## src/rtl/rgb_uart_rx.sv

```systemverilog
// rgb_uart_rx: 8-bit UART receiver that turns single-character commands
// into an RGB LED drive.
//
// Parameters
//   CLK_HZ  input clock frequency in Hz
//   BAUD    serial bit rate; CLKS_PER_BIT = CLK_HZ/BAUD must be at least 4
//
// Ports
//   clk        single clock, rising edge
//   rst_n      asynchronous active-low reset
//   rx         asynchronous serial input, idle high
//   display    LED drive, [2]=R [1]=G [0]=B, 1 = on
//   valid      one-cycle pulse when a recognised command updates display
//   frame_err  one-cycle pulse on a bad stop bit (or bad parity bit)
//
// Optional feature
//   RGB_UART_RX_PARITY_EN  when defined, an even-parity bit follows data
//                          bit 7 and is checked before the stop bit.
//
// Command bytes: 'R' 100, 'G' 010, 'B' 001, 'W' 111, 'K' 000,
//                'Y' 110, 'C' 011, 'M' 101; all other bytes are ignored.

module rgb_uart_rx #(
  parameter int CLK_HZ = 100000000,
  parameter int BAUD   = 9600
) (
  input  logic       clk,
  input  logic       rst_n,
  input  logic       rx,
  output logic [2:0] display,
  output logic       valid,
  output logic       frame_err
);

  localparam int CLKS_PER_BIT = CLK_HZ / BAUD;
  localparam int CNT_W        = $clog2(CLKS_PER_BIT);

  localparam logic [CNT_W-1:0] CNT_LAST = CNT_W'(CLKS_PER_BIT - 1);
  localparam logic [CNT_W-1:0] CNT_HALF = CNT_W'(CLKS_PER_BIT / 2);

  typedef enum logic [2:0] {
    IDLE,
    START,
    DATA,
`ifdef RGB_UART_RX_PARITY_EN
    PARITY,
`endif
    STOP,
    WAIT_IDLE
  } state_t;

  state_t           state;
  logic             rx_meta;
  logic             rx_sync;
  logic [CNT_W-1:0] cnt;
  logic [2:0]       bit_idx;
  logic [7:0]       shift;
  logic             decode_pend;
  logic             err_pend;
  logic [3:0]       dec;
`ifdef RGB_UART_RX_PARITY_EN
  logic             par_bad;
`endif

  // Returns {hit, rgb}; hit is low for bytes that are not commands.
  function automatic logic [3:0] decode(input logic [7:0] b);
    logic [3:0] r;
    r = 4'b0000;
    case (b)
      8'h52:   r = 4'b1100;  // R
      8'h47:   r = 4'b1010;  // G
      8'h42:   r = 4'b1001;  // B
      8'h57:   r = 4'b1111;  // W
      8'h4B:   r = 4'b1000;  // K
      8'h59:   r = 4'b1110;  // Y
      8'h43:   r = 4'b1011;  // C
      8'h4D:   r = 4'b1101;  // M
      default: r = 4'b0000;
    endcase
    return r;
  endfunction

  assign dec = decode(shift);

  // Two-flop synchroniser, preset high so reset looks like an idle line.
  always_ff @(posedge clk or negedge rst_n) begin
    if (!rst_n) begin
      rx_meta <= 1'b1;
      rx_sync <= 1'b1;
    end else begin
      rx_meta <= rx;
      rx_sync <= rx_meta;
    end
  end

  always_ff @(posedge clk or negedge rst_n) begin
    if (!rst_n) begin
      state       <= IDLE;
      cnt         <= '0;
      bit_idx     <= '0;
      shift       <= '0;
      decode_pend <= 1'b0;
      err_pend    <= 1'b0;
      display     <= 3'b000;
      valid       <= 1'b0;
      frame_err   <= 1'b0;
`ifdef RGB_UART_RX_PARITY_EN
      par_bad     <= 1'b0;
`endif
    end else begin
      valid       <= 1'b0;
      frame_err   <= 1'b0;
      decode_pend <= 1'b0;
      err_pend    <= 1'b0;

      // Outputs are resolved one clock after the stop sample, from the
      // flags raised in STOP; the shift register is stable by then because
      // it only moves in DATA.
      if (decode_pend && dec[3]) begin
        display <= dec[2:0];
        valid   <= 1'b1;
      end
      if (err_pend) begin
        frame_err <= 1'b1;
      end

      case (state)
        IDLE: begin
          if (!rx_sync) begin
            state <= START;
            cnt   <= '0;
          end
        end

        START: begin
          // Re-check at mid-bit so short glitches do not start a frame.
          if (cnt == CNT_HALF) begin
            cnt     <= '0;
            bit_idx <= '0;
            state   <= rx_sync ? IDLE : DATA;
          end else begin
            cnt <= cnt + 1'b1;
          end
        end

        DATA: begin
          if (cnt == CNT_LAST) begin
            cnt     <= '0;
            shift   <= {rx_sync, shift[7:1]};
            bit_idx <= bit_idx + 3'd1;
            if (bit_idx == 3'd7) begin
`ifdef RGB_UART_RX_PARITY_EN
              state <= PARITY;
`else
              state <= STOP;
`endif
            end
          end else begin
            cnt <= cnt + 1'b1;
          end
        end

`ifdef RGB_UART_RX_PARITY_EN
        PARITY: begin
          if (cnt == CNT_LAST) begin
            cnt     <= '0;
            // Even parity: data ones plus the parity bit must be even.
            par_bad <= ^{shift, rx_sync};
            state   <= STOP;
          end else begin
            cnt <= cnt + 1'b1;
          end
        end
`endif

        STOP: begin
          if (cnt == CNT_LAST) begin
            cnt <= '0;
            if (rx_sync) begin
              state <= IDLE;
`ifdef RGB_UART_RX_PARITY_EN
              if (par_bad) begin
                err_pend <= 1'b1;
              end else begin
                decode_pend <= 1'b1;
              end
`else
              decode_pend <= 1'b1;
`endif
            end else begin
              // Line held low: wait for it to go idle so the low level is
              // not mistaken for a new start bit.
              err_pend <= 1'b1;
              state    <= WAIT_IDLE;
            end
          end else begin
            cnt <= cnt + 1'b1;
          end
        end

        WAIT_IDLE: begin
          if (rx_sync) begin
            state <= IDLE;
          end
        end

        default: state <= IDLE;
      endcase
    end
  end

endmodule

```

## config.mk

```make
export PLATFORM = sky130hd
export DESIGN_NAME = rgb_uart_rx
export DESIGN_NICKNAME = d
export VERILOG_FILES = /design/src/rtl/rgb_uart_rx.sv
export SDC_FILE = /design/constraint.sdc
export NUM_CORES = 1
export LEC_CHECK = 0
export ABC_AREA = 0
export CAP_MARGIN = 20
export CORE_MARGIN = 2
export CORE_UTILIZATION = 55
export DETAILED_ROUTE_END_ITERATION = 16
export HOLD_SLACK_MARGIN = 0.1
export PLACE_DENSITY_LB_ADDON = 0.12
export SYNTH_ARGS = -nofsm -noshare
export SYNTH_HDL_FRONTEND = slang
export SYNTH_SLANG_ARGS = --single-unit
```

## constraint.sdc

```tcl
create_clock -name clk -period 4.2 [get_ports clk]
set_input_delay 0.42 -clock clk [delete_from_list [all_inputs] [get_ports clk]]
set_output_delay 0.42 -clock clk [all_outputs]
set_load 0.01 [all_outputs]
```

# Word level (Yosys, flattened, before mapping)
# Index checks and enable logic that the tools add are counted.
# W data, S select, Z words.
op_classes:
  addsub: 2
  n_eq_ne: 21
  muxes: 25
  reduce_logical: 9
ops:
  columns: ["operator", "count"]
  rows:
  - ["$eq A8 B7 Y1 const B", 8]
  - ["$mux W14", 3]
  - ["$pmux W14 S3", 1]
  - ["$pmux W4 S8", 1]
  - ["$mux W3", 9]
  - ["$pmux W3 S5", 1]
  - ["$add A14 B1 Y14 const B", 1]
  - ["$eq A14 B13 Y1 const B", 1]
  - ["$eq A14 B14 Y1 const B", 1]
  - ["$ne A2 B2 Y1 const B", 6]
  - ["$mux W1", 8]
  - ["$eq A3 B2 Y1 const B", 2]
  - ["$eq A3 B3 Y1 const B", 2]
  - ["$pmux W3 S2", 1]
  - ["$reduce_and A6 Y1", 1]
  - ["$reduce_and A2 Y1", 2]
  - ["$add A3 B1 Y3 const B", 1]
  - ["$eq A3 B1 Y1 const B", 1]
  - ["$logic_not A3 Y1", 1]
  - ["$reduce_and A3 Y1", 1]
  - ["$reduce_bool A3 Y1", 1]
  - ["$mux W2", 1]
  - ["$reduce_bool A2 Y1", 1]
  - ["$reduce_or A2 Y1", 1]
  - ["$logic_and A1 B1 Y1", 1]
word_totals:
  ff_bits: 37
  inputBits: 3
  out_inout_bits: 5

# Logic depth before layout (Yosys ltp)
depth:
  ltp_word: 4
  depth_mapped: 9

# Worst setup path after synthesis
# No wires, ideal clock.
synth_timing:
  path_type: "register to register"
  from: "reg cnt[0]"
  to: "reg cnt[4]"
  setup_time_ns: 0.121
  arrival_ns: 1.590
  required_time_ns: 4.079
  path_slack_ns: 2.489
  stages_incl_launch_ff: 8
  period_less_slack_ns: 1.711
  cell_sequence: "dfrtp_1 > ha_1 > and4b_1 > nand4_2 > a22o_1 > buf_6 > buf_8 > a22o_1"
synth_between:
  elab_chain_cells: 3
  elab_cells_between_ends: 6
synth_lines:
  columns: ["element", "line_no", "source"]
  rows:
  - ["start, declared", "55", "logic [CNT_W-1:0] cnt;"]
  - ["start signal, assigned", "142", "cnt <= cnt + 1'b1;"]
  - ["start signal, assigned", "159", "cnt <= cnt + 1'b1;"]
  - ["start signal, assigned", "197", "cnt <= cnt + 1'b1;"]
  - ["$add A14 B1 Y14 (tied with other cells)", "142, 159, 197", null]
  - ["$mux W14, on equally long branches", "147, 177, 137", null]
  - ["$pmux W14 S3 (*)", "127", "case (state)"]
# Every way passes the cells marked *; elsewhere a longest branch is shown, timed or not.
# A chain may end at the register's enable or synchronous reset.

# Worst setup path in the final report
layout_timing:
  from: "reg cnt[7]"
  to: "reg cnt[4]"
layout_between:
  elab_chain_cells: 3
  elab_cells_between_ends: 5
layout_lines:
  columns: ["element", "line_no"]
  rows:
  - ["$eq A14 B14 Y1 / $eq A14 B13 Y1 (equally long branches)", "147, 177, 137"]
  - ["$mux W14, on equally long branches", "147, 177, 137"]
  - ["$pmux W14 S3 (*)", "127"]
# Marks and branches as above.

==> impl_metrics.env <==
export IMPL_status="complete, no violations"
export IMPL_fin_crit_sh_pct=53.30
export IMPL_port_buffer_count=7
export IMPL_critPathCapture="cnt[4]"
export IMPL_synth_top_area_share_pct=45.51
export IMPL_crit_start="cnt[7]"
export IMPL_num_rows=21
export IMPL_clk_latency_ns=0.35
export IMPL_dp_hpwl_mm=2.781
export IMPL_slew_limit_headroom_pct=47.35
export IMPL_design_area_um2=2086
export IMPL_synth_cell_types=44
export IMPL_async_reset_ff_share_pct=100.0
export IMPL_gr_total_overflow=0
export IMPL_arrival_ns=2.48
export IMPL_reg2regPathDepth=5
export IMPL_die_h_um=63.15
export IMPL_grt_pass1_wl_mm=6.762
export IMPL_syn_cell_area_um2=1924
export IMPL_place_gp_congestion=0.8174
export IMPL_start_util_pct=57.67
export IMPL_r2r_start="cnt[7]"
export IMPL_hold_viol=0
export IMPL_ant_nets=0
export IMPL_ys_dominant_reg_cell="dfrtp_1"
export IMPL_syn_nets=211
export IMPL_leakagePower_nw=0.9752
export IMPL_ios=8
export IMPL_syn2layout_area_growth_pct=8.387
export IMPL_cp_end_kind="flip-flop"
export IMPL_final_nets=220
export IMPL_ctsHoldBuffers=0
export IMPL_cts_tree="yes"
export IMPL_clock_tree_buffer_depth=2
export IMPL_n_antenna_cell=0
export IMPL_tightest_slew_ns=0.7897
export IMPL_fillers=302
export IMPL_drt_wl_total_mm=3.950
export IMPL_grt_usage_pct=21.67
export IMPL_worstPathCellList="nor4b_2, nand4b_1, a22oi_1, o21ai_0, a22o_1"
export IMPL_clk_pin_slew_worst_paths_ns=0.11
export IMPL_ys_warn_count=0
export IMPL_coreArea_um2=3337
export IMPL_die_w_um=63.15
export IMPL_finClkSkew_ns=0.01241
export IMPL_syn_area_per_cell_um2=9.433
export IMPL_crit_type="flip-flop to flip-flop"
export IMPL_synth_edf_count=0
export IMPL_dpl_cell_area_um2=2013
export IMPL_cts_root_buffer="clkbuf_4"
export IMPL_cts_resized=0
export IMPL_setup_violations_final=0
export IMPL_critPathMaxFanout=11
export IMPL_synthCells=204
export IMPL_yosysTopAreaCell="dfrtp_1"
export IMPL_rsz0062_at_grt="no"
export IMPL_wl_per_cell_um=15.25
export IMPL_htreeDepth=2
export IMPL_crit_required_ns=4.44
export IMPL_drc=0
export IMPL_grt_max_degree=38
export IMPL_cts_buffers=5
export IMPL_cts_setup_buffers=0
export IMPL_timing_rr_end="cnt[4]"
export IMPL_final_common_cell="dfrtp_1"
export IMPL_finalSetupTns_ns=0
export IMPL_irDropWorstVdd_v=0.0002215
export IMPL_drtPass1Iterations=4
export IMPL_avgViaCountPerCell=5.826
export IMPL_via_count=1509
export IMPL_cpPeakStageDelay_ns=0.67
export IMPL_final_cell_mix="dfrtp_1, nand2_1, nor2_1"
export IMPL_grt_pass1_vias=1460
export IMPL_yosysSeqAreaShare_pct=48.24
export IMPL_drtIter0Drc=103
export IMPL_layout_drive_gt1_share_pct=10.33
export IMPL_synth_seq_cells=37
export IMPL_die_area_um2=3988
export IMPL_crit_slowest_cell="a22oi_1"
export IMPL_antenna_found_initial=0
export IMPL_critPathLaunchType="flip-flop"
export IMPL_clock_sinks=37
export IMPL_min_period_ns=2.239
export IMPL_ys_top_cells_by_area="dfrtp_1, nand2_1, o21ai_0"
export IMPL_clock_fmax_mhz=446.7
export IMPL_drv_cap=0
export IMPL_power_density_nw_per_um2=290.2
export IMPL_hold_path_class="flip-flop to flip-flop"
export IMPL_maxSlewViolCount=0
export IMPL_reg2reg_slack_ns=1.96
## critical path: cells and delay by family (launching register included)
kind	cells	cell delay [ns]
flip-flops	1	0.48
AND/OR/NAND/NOR	2	0.56
AO/OA/AOI/OAI	3	1.09
## flip-flops by register name (all words and copies together) (netlist names)
register / flops
bit_idx: 3
cnt: 14
decode_pend: 1
display: 3
err_pend: 1
frame_err: 1
rx_meta: 1
rx_sync: 1
shift: 8
state: 3
valid: 1
## per-stage QoR
step | power, mW | setup WS, ns | hold slack, ns | util (%) | std cells
CTS | 0.6129 | 2.000 | 0.3654 | 62.50 | 259
floorplan | 0.3664 | 2.489 | 0.1244 | - | 204
global route | 0.6256 | 1.767 | 0.3704 | 62.50 | 259
detailed placement | 0.3764 | 2.019 | 0.3487 | 60.33 | 252
global placement | 0.3761 | 2.130 | 0.3518 | 60.33 | 252
finish | 0.6054 | 1.961 | 0.3641 | 62.50 | 259
## synth_stat cells (2+ instances only)
cell type and count:
a21o_1 3, a21oi_1 12, a22o_1 6, a31oi_1 5, and3_1 2, and4bb_2 2, buf_2 4, dfrtp_1 35
dfstp_2 2, ha_1 4, inv_1 10, mux2_2 4, mux2i_1 3, nand2_1 30, nand2b_1 5, nand3_1 9
nor2_1 16, nor2b_1 2, nor3_1 5, nor3b_1 2, o21ai_0 15, or3_1 6
## power breakdown
group	switching, mW	internal [mW]	leakage, nW
clock network	0.115	0.121	0.0410
registers	0.00116	0.358	0.495
logic	0.00757	0.00264	0.439
## per-layer routing
layer / global-route usage, % / share of wire (%) / vias to the layer above
li1: - / - / 743
met1: 29.65 / 48 / 723
met2: 34.04 / 46 / 39
met3: 5.714 / 4.5 / 4
met4: 6.111 / 1.0 / 0
met5: 0 / 0 / -
## layout make-up
type	count	area (um^2)	share of cell area [%]
Inverter	10	37.54	1.800
Multi-Input combinational cell	150	904.6	43.37
Tap cell	46	57.56	2.759
Clock buffer	5	37.54	1.800
Sequential cell	37	928.4	44.51
Timing Repair Buffer	9	85.08	4.079
Clock inverter	2	35.03	1.680
## cells by family (layout without fill, tap and decap cells)
| logic type | after synthesis | count (layout) | synth area share [%] |
|---|---|---|---|
| xor gates and xnor gates | 1 | 1 | 0.4552 |
| DFF | 37 | 37 | 48.24 |
| and+or+nand+nor | 92 | 92 | 25.68 |
| buffers and inverters | 17 | 26 | 4.747 |
| muxes | 7 | 7 | 3.901 |
| AOI/OAI and AO/OA | 46 | 46 | 14.37 |
| adders and majority gates | 4 | 4 | 2.601 |
## how the worst min path moves through the flow
stage,start,end,slack [ns],cells past startpoint
global route,rx_meta,rx_sync,0.37,0
floorplan,rst_n,bit_idx[0],0.12,0
CTS,rx_meta,rx_sync,0.37,0
detailed placement,rx_meta,rx_sync,0.35,0
finish,rx_meta,rx_sync,0.36,0
global placement,rx_meta,rx_sync,0.35,0
Note: power is estimated with default switching activity, not from simulation.
